==> src/rtl/lut_mult_pkg.sv <==
// Shared constants and the 2x2-bit product table behind the lookup multiplier.
package lut_mult_pkg;

  localparam int LUT_DIGIT_W      = 2;
  localparam int LUT_MULT_LATENCY = 3;

  // {a,b} -> a*b, every 2-bit digit pair
  function automatic logic [2*LUT_DIGIT_W-1:0] lut2x2(input logic [LUT_DIGIT_W-1:0] a,
                                                      input logic [LUT_DIGIT_W-1:0] b);
    logic [2*LUT_DIGIT_W-1:0] p;
    case ({a, b})
      4'h5:       p = 4'd1;
      4'h6, 4'h9: p = 4'd2;
      4'h7, 4'hD: p = 4'd3;
      4'hA:       p = 4'd4;
      4'hB, 4'hE: p = 4'd6;
      4'hF:       p = 4'd9;
      default:    p = 4'd0;
    endcase
    return p;
  endfunction

endpackage

==> src/rtl/lut_mult_pipe_lut2x2.sv <==
// One combinational 2x2-bit partial-product lookup.
module lut2x2_mult
  import lut_mult_pkg::*;
(
  input  logic [LUT_DIGIT_W-1:0]   a,
  input  logic [LUT_DIGIT_W-1:0]   b,
  output logic [2*LUT_DIGIT_W-1:0] p
);

  assign p = lut2x2(a, b);

endmodule

==> src/rtl/lut_mult_pipe.sv <==
// WIDTH x WIDTH signed/unsigned multiplier: operand magnitudes, 2x2 table lookups,
// shifted sum. Three stages that advance together under a single adv stall.
module lut_mult_pipe
  import lut_mult_pkg::*;
#(
  parameter int WIDTH = 8
) (
  input  logic               clk,
  input  logic               reset,
  input  logic               in_valid,
  output logic               in_ready,
  input  logic [WIDTH-1:0]   a,
  input  logic [WIDTH-1:0]   b,
  input  logic               signed_mode,
  output logic               out_valid,
  input  logic               out_ready,
  output logic [2*WIDTH-1:0] out
);

  localparam int D      = WIDTH / LUT_DIGIT_W;
  localparam int NPP    = D * D;
  localparam int PPW    = 2 * LUT_DIGIT_W;
  localparam int OW     = 2 * WIDTH;
  localparam int STAGES = LUT_MULT_LATENCY;

  if ((WIDTH % 2) != 0 || WIDTH < 4) begin : g_bad_width
    $error("lut_mult_pipe: WIDTH must be even and >= 4");
  end

  typedef struct packed {
    logic [WIDTH-1:0] mag_a;
    logic [WIDTH-1:0] mag_b;
    logic             neg;
  } s1_t;

  typedef struct packed {
    logic [NPP-1:0][PPW-1:0] pp;
    logic                    neg;
  } s2_t;

  logic                    adv, accept;
  logic [STAGES:0]         vld_pipe;
  logic [STAGES:1]         vld_pipe_d, vld_pipe_q;
  s1_t                     s1_d, s1_q;
  s2_t                     s2_d, s2_q;
  logic [OW-1:0]           out_d, out_q, sum;
  logic [NPP-1:0][PPW-1:0] pp;

  assign vld_pipe  = {vld_pipe_q, accept};
  assign out_valid = vld_pipe[STAGES];
  assign adv       = !out_valid || out_ready;
  assign in_ready  = adv && !reset;
  assign accept    = in_valid && in_ready;
  assign out       = out_q;

  // pp[i*D+j] = digit i of |a| times digit j of |b|
  for (genvar i = 0; i < D; i++) begin : g_row
    for (genvar j = 0; j < D; j++) begin : g_col
      lut2x2_mult u_lut (
        .a (s1_q.mag_a[i*LUT_DIGIT_W +: LUT_DIGIT_W]),
        .b (s1_q.mag_b[j*LUT_DIGIT_W +: LUT_DIGIT_W]),
        .p (pp[i*D+j])
      );
    end
  end

  always_comb begin
    vld_pipe_d = adv ? vld_pipe[STAGES-1:0] : vld_pipe_q;
    s1_d  = s1_q;
    s2_d  = s2_q;
    out_d = out_q;
    sum   = '0;

    // Most negative value negates to itself, which is the right unsigned magnitude.
    if (accept) begin
      s1_d.mag_a = (signed_mode && a[WIDTH-1]) ? -a : a;
      s1_d.mag_b = (signed_mode && b[WIDTH-1]) ? -b : b;
      s1_d.neg   = signed_mode && (a[WIDTH-1] ^ b[WIDTH-1]);
    end

    if (adv && vld_pipe[1]) begin
      s2_d.pp  = pp;
      s2_d.neg = s1_q.neg;
    end

    for (int i = 0; i < D; i++) begin
      for (int j = 0; j < D; j++) begin
        sum = sum + (OW'(s2_q.pp[i*D+j]) << (LUT_DIGIT_W * (i + j)));
      end
    end

    if (adv && vld_pipe[2]) out_d = s2_q.neg ? -sum : sum;
  end

  always_ff @(posedge clk) begin
    if (reset) begin
      vld_pipe_q <= '0;
      s1_q       <= '0;
      s2_q       <= '0;
      out_q      <= '0;
    end else begin
      vld_pipe_q <= vld_pipe_d;
      s1_q       <= s1_d;
      s2_q       <= s2_d;
      out_q      <= out_d;
    end
  end

endmodule

==> config.mk <==
export PLATFORM = sky130hd
export DESIGN_NAME = lut_mult_pipe
export DESIGN_NICKNAME = d
export VERILOG_FILES = /design/src/rtl/lut_mult_pkg.sv /design/src/rtl/lut_mult_pipe_lut2x2.sv /design/src/rtl/lut_mult_pipe.sv
export SDC_FILE = /design/constraint.sdc
export NUM_CORES = 1
export LEC_CHECK = 0
export BUFFER_PORTS_ARGS = -buffer_cell sky130_fd_sc_hd__buf_2
export CAP_MARGIN = 40
export CORE_UTILIZATION = 57
export CTS_BUF_LIST = sky130_fd_sc_hd__clkbuf_8
export DETAILED_ROUTE_END_ITERATION = 10
export GPL_TIMING_DRIVEN = 1
export PLACE_DENSITY = 0.88
export SYNTH_ARGS = -nofsm -noshare
export SYNTH_HDL_FRONTEND = slang
export SYNTH_SLANG_ARGS = --single-unit
export TNS_END_PERCENT = 20
==> constraint.sdc <==
create_clock -name clk -period 4.7 [get_ports clk]
set_input_delay 0.94 -clock clk [delete_from_list [all_inputs] [get_ports clk]]
set_output_delay 0.94 -clock clk [all_outputs]
set_load 0.01 [all_outputs]
Yosys cells after proc, flatten, opt, wreduce, memory -nomap -nowiden. Memories as Yosys holds them, arrays and structs flattened. A register that Yosys moved wholly into a read port is not among the register bits. Cells that the tools add are included.

Flip-flop bits (word level): 37. Memory bits (read-only): 1024. Input bits: 21. Output and inout bits: 18. Word-level logic and storage cells: 54. Memories kept: 16.

Memory list: (name not given) (depth 16, bits a word 4, read ports 1, clocked after memory_dff 1, write ports 0, line lut_mult_pkg.sv:11) `case ({a, b})`; (name not given) (depth 16, bits a word 4, read ports 1, clocked after memory_dff 1, write ports 0, line lut_mult_pkg.sv:11); (name not given) (depth 16, bits a word 4, read ports 1, clocked after memory_dff 1, write ports 0, line lut_mult_pkg.sv:11); (name not given) (depth 16, bits a word 4, read ports 1, clocked after memory_dff 1, write ports 0, line lut_mult_pkg.sv:11); (name not given) (depth 16, bits a word 4, read ports 1, clocked after memory_dff 1, write ports 0, line lut_mult_pkg.sv:11); (name not given) (depth 16, bits a word 4, read ports 1, clocked after memory_dff 1, write ports 0, line lut_mult_pkg.sv:11); +10 memories.

Add/sub/neg operators: 18. Muxes and demuxes: 3. Bitwise operators: 1. Reductions and logical operators: 10.

Operators with widths (count): $add 16x10->16 (2); $add 16x12->16 (2); $add 16x14->16 (2); $add 15x8->16 (1); $add 16x16->16 (1); $mux 16 (1); $mux 8 (2); $neg 16->16 (1); $neg 8->8 (2); $add 14x12->15 (1); $add 13x10->14 (1); $add 12x8->13 (1); $add 11x6->12 (1); $add 9x10->11 (1); $add 7x8->9 (1); $add 4x6->7 (1); $logic_and 1x1->1 (7); $logic_not 1->1 (2); $logic_or 1x1->1 (1); $xor 1x1->1 (1).

Logic depth before layout (Yosys ltp).
Depth after elaboration: 17. Gate-level depth with buffers: 17.

By module. Synthesis repeated with hierarchy kept, for this count alone.

Cells, all modules: 868. Area, all modules: 7073.0 µm².

Modules (own cells, without submodules): lut_mult_pipe (instances 1, cells an instance 691, area each 5688.0 µm²); lut2x2_mult at g_row[0].g_col[2].u_lut ... (instances 14, cells an instance 11, area each 86.3 µm²); lut2x2_mult at g_row[0].g_col[1].u_lut (instances 1, cells an instance 12, area each 91.3 µm²); lut2x2_mult at g_row[0].g_col[0].u_lut (instances 1, cells an instance 11, area each 85.1 µm²).

Worst setup path before layout. OpenSTA, ideal clock, no wires.

Path type: flip-flop to flip-flop. Start: register, netlist name s2_q[11]. End: register out_q[15] (netlist: out[15]). Data arrival time: 4.988 ns. Required time: 4.577 ns. Slack: -0.411 ns. Cell stages (with the launch flop): 15. Path buffers: 0. Path through: dfxtp_1 -> inv_1 -> fa_1 -> inv_1 -> fa_1 -> fa_1 -> fa_1 -> ha_1 -> or4_1 -> or2_0 -> or3_1 -> or3_4 -> or4b_1 -> mux2i_1 -> a311o_2.

Longest elaborated chain between the ends: 16.

RTL lines: $add 7x8->9 (*) (line lut_mult_pipe.sv:88) `sum = sum + (OW'(s2_q.pp[i*D+j]) << (LUT_DIGIT_W * (i + j)));`; $add 9x10->11 (*) (line lut_mult_pipe.sv:88); $add 11x6->12 (*) (line lut_mult_pipe.sv:88); $add 12x8->13 (*) (line lut_mult_pipe.sv:88); $add 13x10->14 (*) (line lut_mult_pipe.sv:88); $add 14x12->15 (*) (line lut_mult_pipe.sv:88); $add 15x8->16 (*) (line lut_mult_pipe.sv:88); $add 16x10->16 (*) (line lut_mult_pipe.sv:88); $add 16x12->16 (*) (line lut_mult_pipe.sv:88); $add 16x14->16 (*) (line lut_mult_pipe.sv:88); $add 16x10->16 (*) (line lut_mult_pipe.sv:88); $add 16x12->16 (*) (line lut_mult_pipe.sv:88); $add 16x14->16 (*) (line lut_mult_pipe.sv:88); $add 16x16->16 (*) (line lut_mult_pipe.sv:88); $neg 16->16 (line lut_mult_pipe.sv:92) `if (adv && vld_pipe[2]) out_d = s2_q.neg ? -sum : sum;`; $mux 16 (*) (line lut_mult_pipe.sv:92); end signal: assignment (line lut_mult_pipe.sv:105) `out_q <= out_d;`; end: declaration (line lut_mult_pipe.sv:46) `logic [OW-1:0] out_d, out_q, sum;`.

Every way passes the cells marked *; elsewhere a longest branch is shown, timed or not. A chain may end at the register's enable or synchronous reset.

Worst setup path after layout.
Start: register, netlist name s2_q[11]. End: register out_q[15] (netlist: out[15]).

Longest elaborated chain between the ends: 16.

RTL lines (line): $add 7x8->9 (*) (lut_mult_pipe.sv:88); $add 9x10->11 (*) (lut_mult_pipe.sv:88); $add 11x6->12 (*) (lut_mult_pipe.sv:88); $add 12x8->13 (*) (lut_mult_pipe.sv:88); $add 13x10->14 (*) (lut_mult_pipe.sv:88); $add 14x12->15 (*) (lut_mult_pipe.sv:88); $add 15x8->16 (*) (lut_mult_pipe.sv:88); $add 16x10->16 (*) (lut_mult_pipe.sv:88); $add 16x12->16 (*) (lut_mult_pipe.sv:88); $add 16x14->16 (*) (lut_mult_pipe.sv:88); $add 16x10->16 (*) (lut_mult_pipe.sv:88); $add 16x12->16 (*) (lut_mult_pipe.sv:88); $add 16x14->16 (*) (lut_mult_pipe.sv:88); $add 16x16->16 (*) (lut_mult_pipe.sv:88); $neg 16->16 (lut_mult_pipe.sv:92); $mux 16 (*) (lut_mult_pipe.sv:92).

Marked as above.

==> flow_summary.ini <==
[run_status]
outcome = finished with violations
violations = setup timing

[worst_setup_path]
reg2reg_to = out[15]
path_common_cell = fa_1
required_ps = 4970
cp_slowest_stage_delay_ps = 550
r2r_cells = 14
worstPathArrival_ps = 5440
crit_buf_inv = 2
startpoint_type = register
cp_max_fo = 2
critPathKind = register to register
r2r_start = s2_q[11]
critical_path.top_delay_family = adder cells
endpoint_kind = register
worst-r2r-setup-slack_ps = -470
crit_slowest_cell = or4b_4
cp_cell_sequence = inv_1 -> fa_1 -> inv_2 -> fa_1 -> fa_1 -> fa_1 -> ha_1 -> or4_4 -> or2_0 -> or3_4 -> or3_4 -> or4b_4 -> mux2i_1 -> a311o_2

[clock_network]
post_cts_buffers = 0
cts-root-buf = clkbuf_8
cts.sinks = 101
cts_hold_buf = 0
cts_max_level = 3
cts_tree = yes
cts_made_buffers = 9
clockBufferDepth = 2
clk_latency_ps = 380
clk_pin_slew_worst_paths_ps = 100

[hold_path]
hold_start = out[8]
hold_depth = 2
min_to = out[8]
min_path_type = register to register

[place]
gp_congestion = 0.901
place_ws_ps = -560
dp_hpwl_um = 10900
port_buffers = 38

[finish]
finalCoreUtilization_pct = 66.0
drive_above_1_share_pct = 13.3
fin_nets = 880
synthToLayoutAreaGrowth_pct = 10.6
n_antenna_cell = 0

[synthesis]
synthFlopType = dfxtp_1
syn_nets = 849
synthesis.area_mm2 = 0.00625
synth_seq_cells = 101
synth_cell_type_count = 45
seq_area_frac_synth_pct = 32.4
synth_enable_flop_cells = 0
synthCells = 754
avgSynthCellArea_um2 = 8.28
ys_async_sr_fraction_pct = 0
yosysWarnings = 0

[drt]
dr.first_iter.drc_count = 424
drc_errors = 0
wl_per_cell_um = 16.5
ant_nets = 0
drt-pass1-iter-count = 5
via_per_inst = 5.96
routed_wl_um = 15300
vias = 5517

[floorplanning]
io_pins = 39
floorplan.initialDensity_pct = 59.7
fp-row-count = 37
core_area_mm2 = 0.0105
dieArea_mm2 = 0.0114
die_x_um = 107
die_height_um = 107

[pwr]
p_leak_uw = 0.00288
p_sw_uw = 587
p_int_uw = 1290
irDropWorstVdd_v = 0.000197
switching_share_pct = 31.2
pwr-share-clk_pct = 30.5
power.density_mw_per_mm2 = 272
p_seq_share_pct = 50.4
pwr-share-comb_pct = 19.1

[timing]
fin_crit_ps = 5170
max_freq_mhz = 193
setup_slack_ps = -473
skew_ps = 9.18
rsz0062_at_grt = yes
slew_viol_final = 0
finalHoldViolations = 0
whs_ps = 457
tightest_slew_ps = 956
fin_crit_sh_pct = 110
setup_viol = 5
relSlewSlack_pct = 36.2

[grt]
grt_pass1_wl_um = 25200
grtUsageTotal_pct = 27.8
grt_pass1_vias = 5461
grt_max_degree = 54
antenna_found_initial = 0
grt_overflow_total = 0

[job]
max_cap_violations = 0
[cell families (layout without fill, tap and decap cells)]
logic type,Yosys count,after routing,synth area share (%)
buffers and inverters,133,169,7.99
XOR/XNOR,32,32,4.49
flip-flops,101,101,32.4
multiplexers,18,18,2.88
AO/OA/AOI/OAI,165,165,16.1
AND/OR/NAND/NOR,231,231,16.9
adder cells (fa/ha/maj),74,74,19.3
[cells in the mapped netlist (all sizes together), types with 4 or more instances]
master | n | area (um2)
dfxtp | 101 | 2020
nand2 | 87 | 327
inv | 84 | 315
a21oi | 70 | 350
nor2 | 53 | 199
clkbuf | 38 | 143
fa | 37 | 741
ha | 37 | 463
o21ai | 35 | 175
nand3 | 32 | 160
xnor2 | 19 | 166
mux2i | 18 | 180
nand4 | 18 | 113
a211oi | 14 | 105
nor3 | 14 | 70.1
a221oi | 13 | 114
xor2 | 13 | 114
buf | 10 | 37.5
o211ai | 9 | 67.6
nor2b | 5 | 31.3
or3 | 5 | 38.8
a21o | 4 | 30.0
and2 | 4 | 25.0
o31ai | 4 | 30.0
[cells in the final DEF, fill, tap and decap left out, types with 4 or more instances in the layout]
cell	synthesis	layout
xor2_1	13	13
nor2_1	53	53
ha_1	37	37
nand2_1	87	87
dfxtp_1	101	99
a21o_1	4	4
o211ai_1	9	9
mux2i_1	18	18
xnor2_1	19	19
nor2b_1	5	5
a221oi_1	13	12
inv_1	84	82
nand3_1	32	32
clkbuf_8	0	9
buf_4	0	29
nor3_1	14	14
fa_1	37	36
buf_2	0	38
nand4_1	18	18
o21ai_0	35	35
a21oi_1	70	69
a211oi_1	14	14
[area by class of cell]
class                      count  area (um2)
clock buffer                   9         124
clock inverter                 7        73.8
fill                         828        3550
inverter                      85         319
multi-input combinational    520        3780
sequential                   101        2020
tap                          136         170
timing repair buffer          68         423
[layer usage]
metal | part of all wire, % | track usage, % | wire (um) | up-vias
li1 | - | - | - | 2607
met1 | 41 | 33.7 | 6290 | 2604
met2 | 49 | 49.2 | 7450 | 252
met3 | 6.6 | 3.77 | 1000 | 54
met4 | 3.3 | 12.1 | 510 | 0
met5 | 0 | 0 | 0 | -
[worst register-to-register path: cells and delay by family (launching register included)]
kind	cells	cell delay, ps
buffers and inverters	2	90
multiplexers	1	130
AND/OR/NAND/NOR	5	1880
flip-flops	1	340
AO/OA/AOI/OAI	1	340
adder cells (fa/ha/maj)	5	2270
[power groups by stage]
stage | Sequential [uW] | Clock (uW) | Combinational [uW]
6_report | 947 | 574 | 359
2_1_floorplan | 922 | 0 | 251
5_1_grt | 951 | 604 | 395
3_5_place_dp | 964 | 0 | 339
3_3_place_gp | 964 | 0 | 317
4_1_cts | 944 | 573 | 350
[worst max-delay path by stage]
stage / from / end / slack (ps) / cells past startpoint
2_1_floorplan: s2_q[8] / out[15] / -350 / 16
3_3_place_gp: s2_q[8] / out[15] / -420 / 16
3_5_place_dp: s2_q[8] / out[15] / -560 / 16
4_1_cts: s2_q[11] / out[15] / -490 / 14
5_1_grt: s2_q[11] / out[15] / -600 / 14
6_report: s2_q[11] / out[15] / -470 / 14
[state kept, by name (all words and copies together), names as in the netlist]
signal      flops
out            16
s1_q           17
s2_q           65
vld_pipe_q      3
[repair_timing]
action	in CTS	in global routing
pin swaps	2	4
resized for setup	11	5
setup endpoints to repair	5	5
hold endpoints to repair	0	0
[through the flow]
stage / power (uW) / setup TNS [ps] / std cells / cell area, um2
2_1_floorplan: 1170 / -360 / 754 / 6250
3_3_place_gp: 1280 / -796 / 908 / 6640
3_5_place_dp: 1300 / -1370 / 910 / 6660
4_1_cts: 1870 / -916 / 926 / 6890
5_1_grt: 1950 / -1590 / 926 / 6910
6_report: 1880 / -882 / 926 / 6910
No activity file was read; power rests on OpenSTA's default activity.
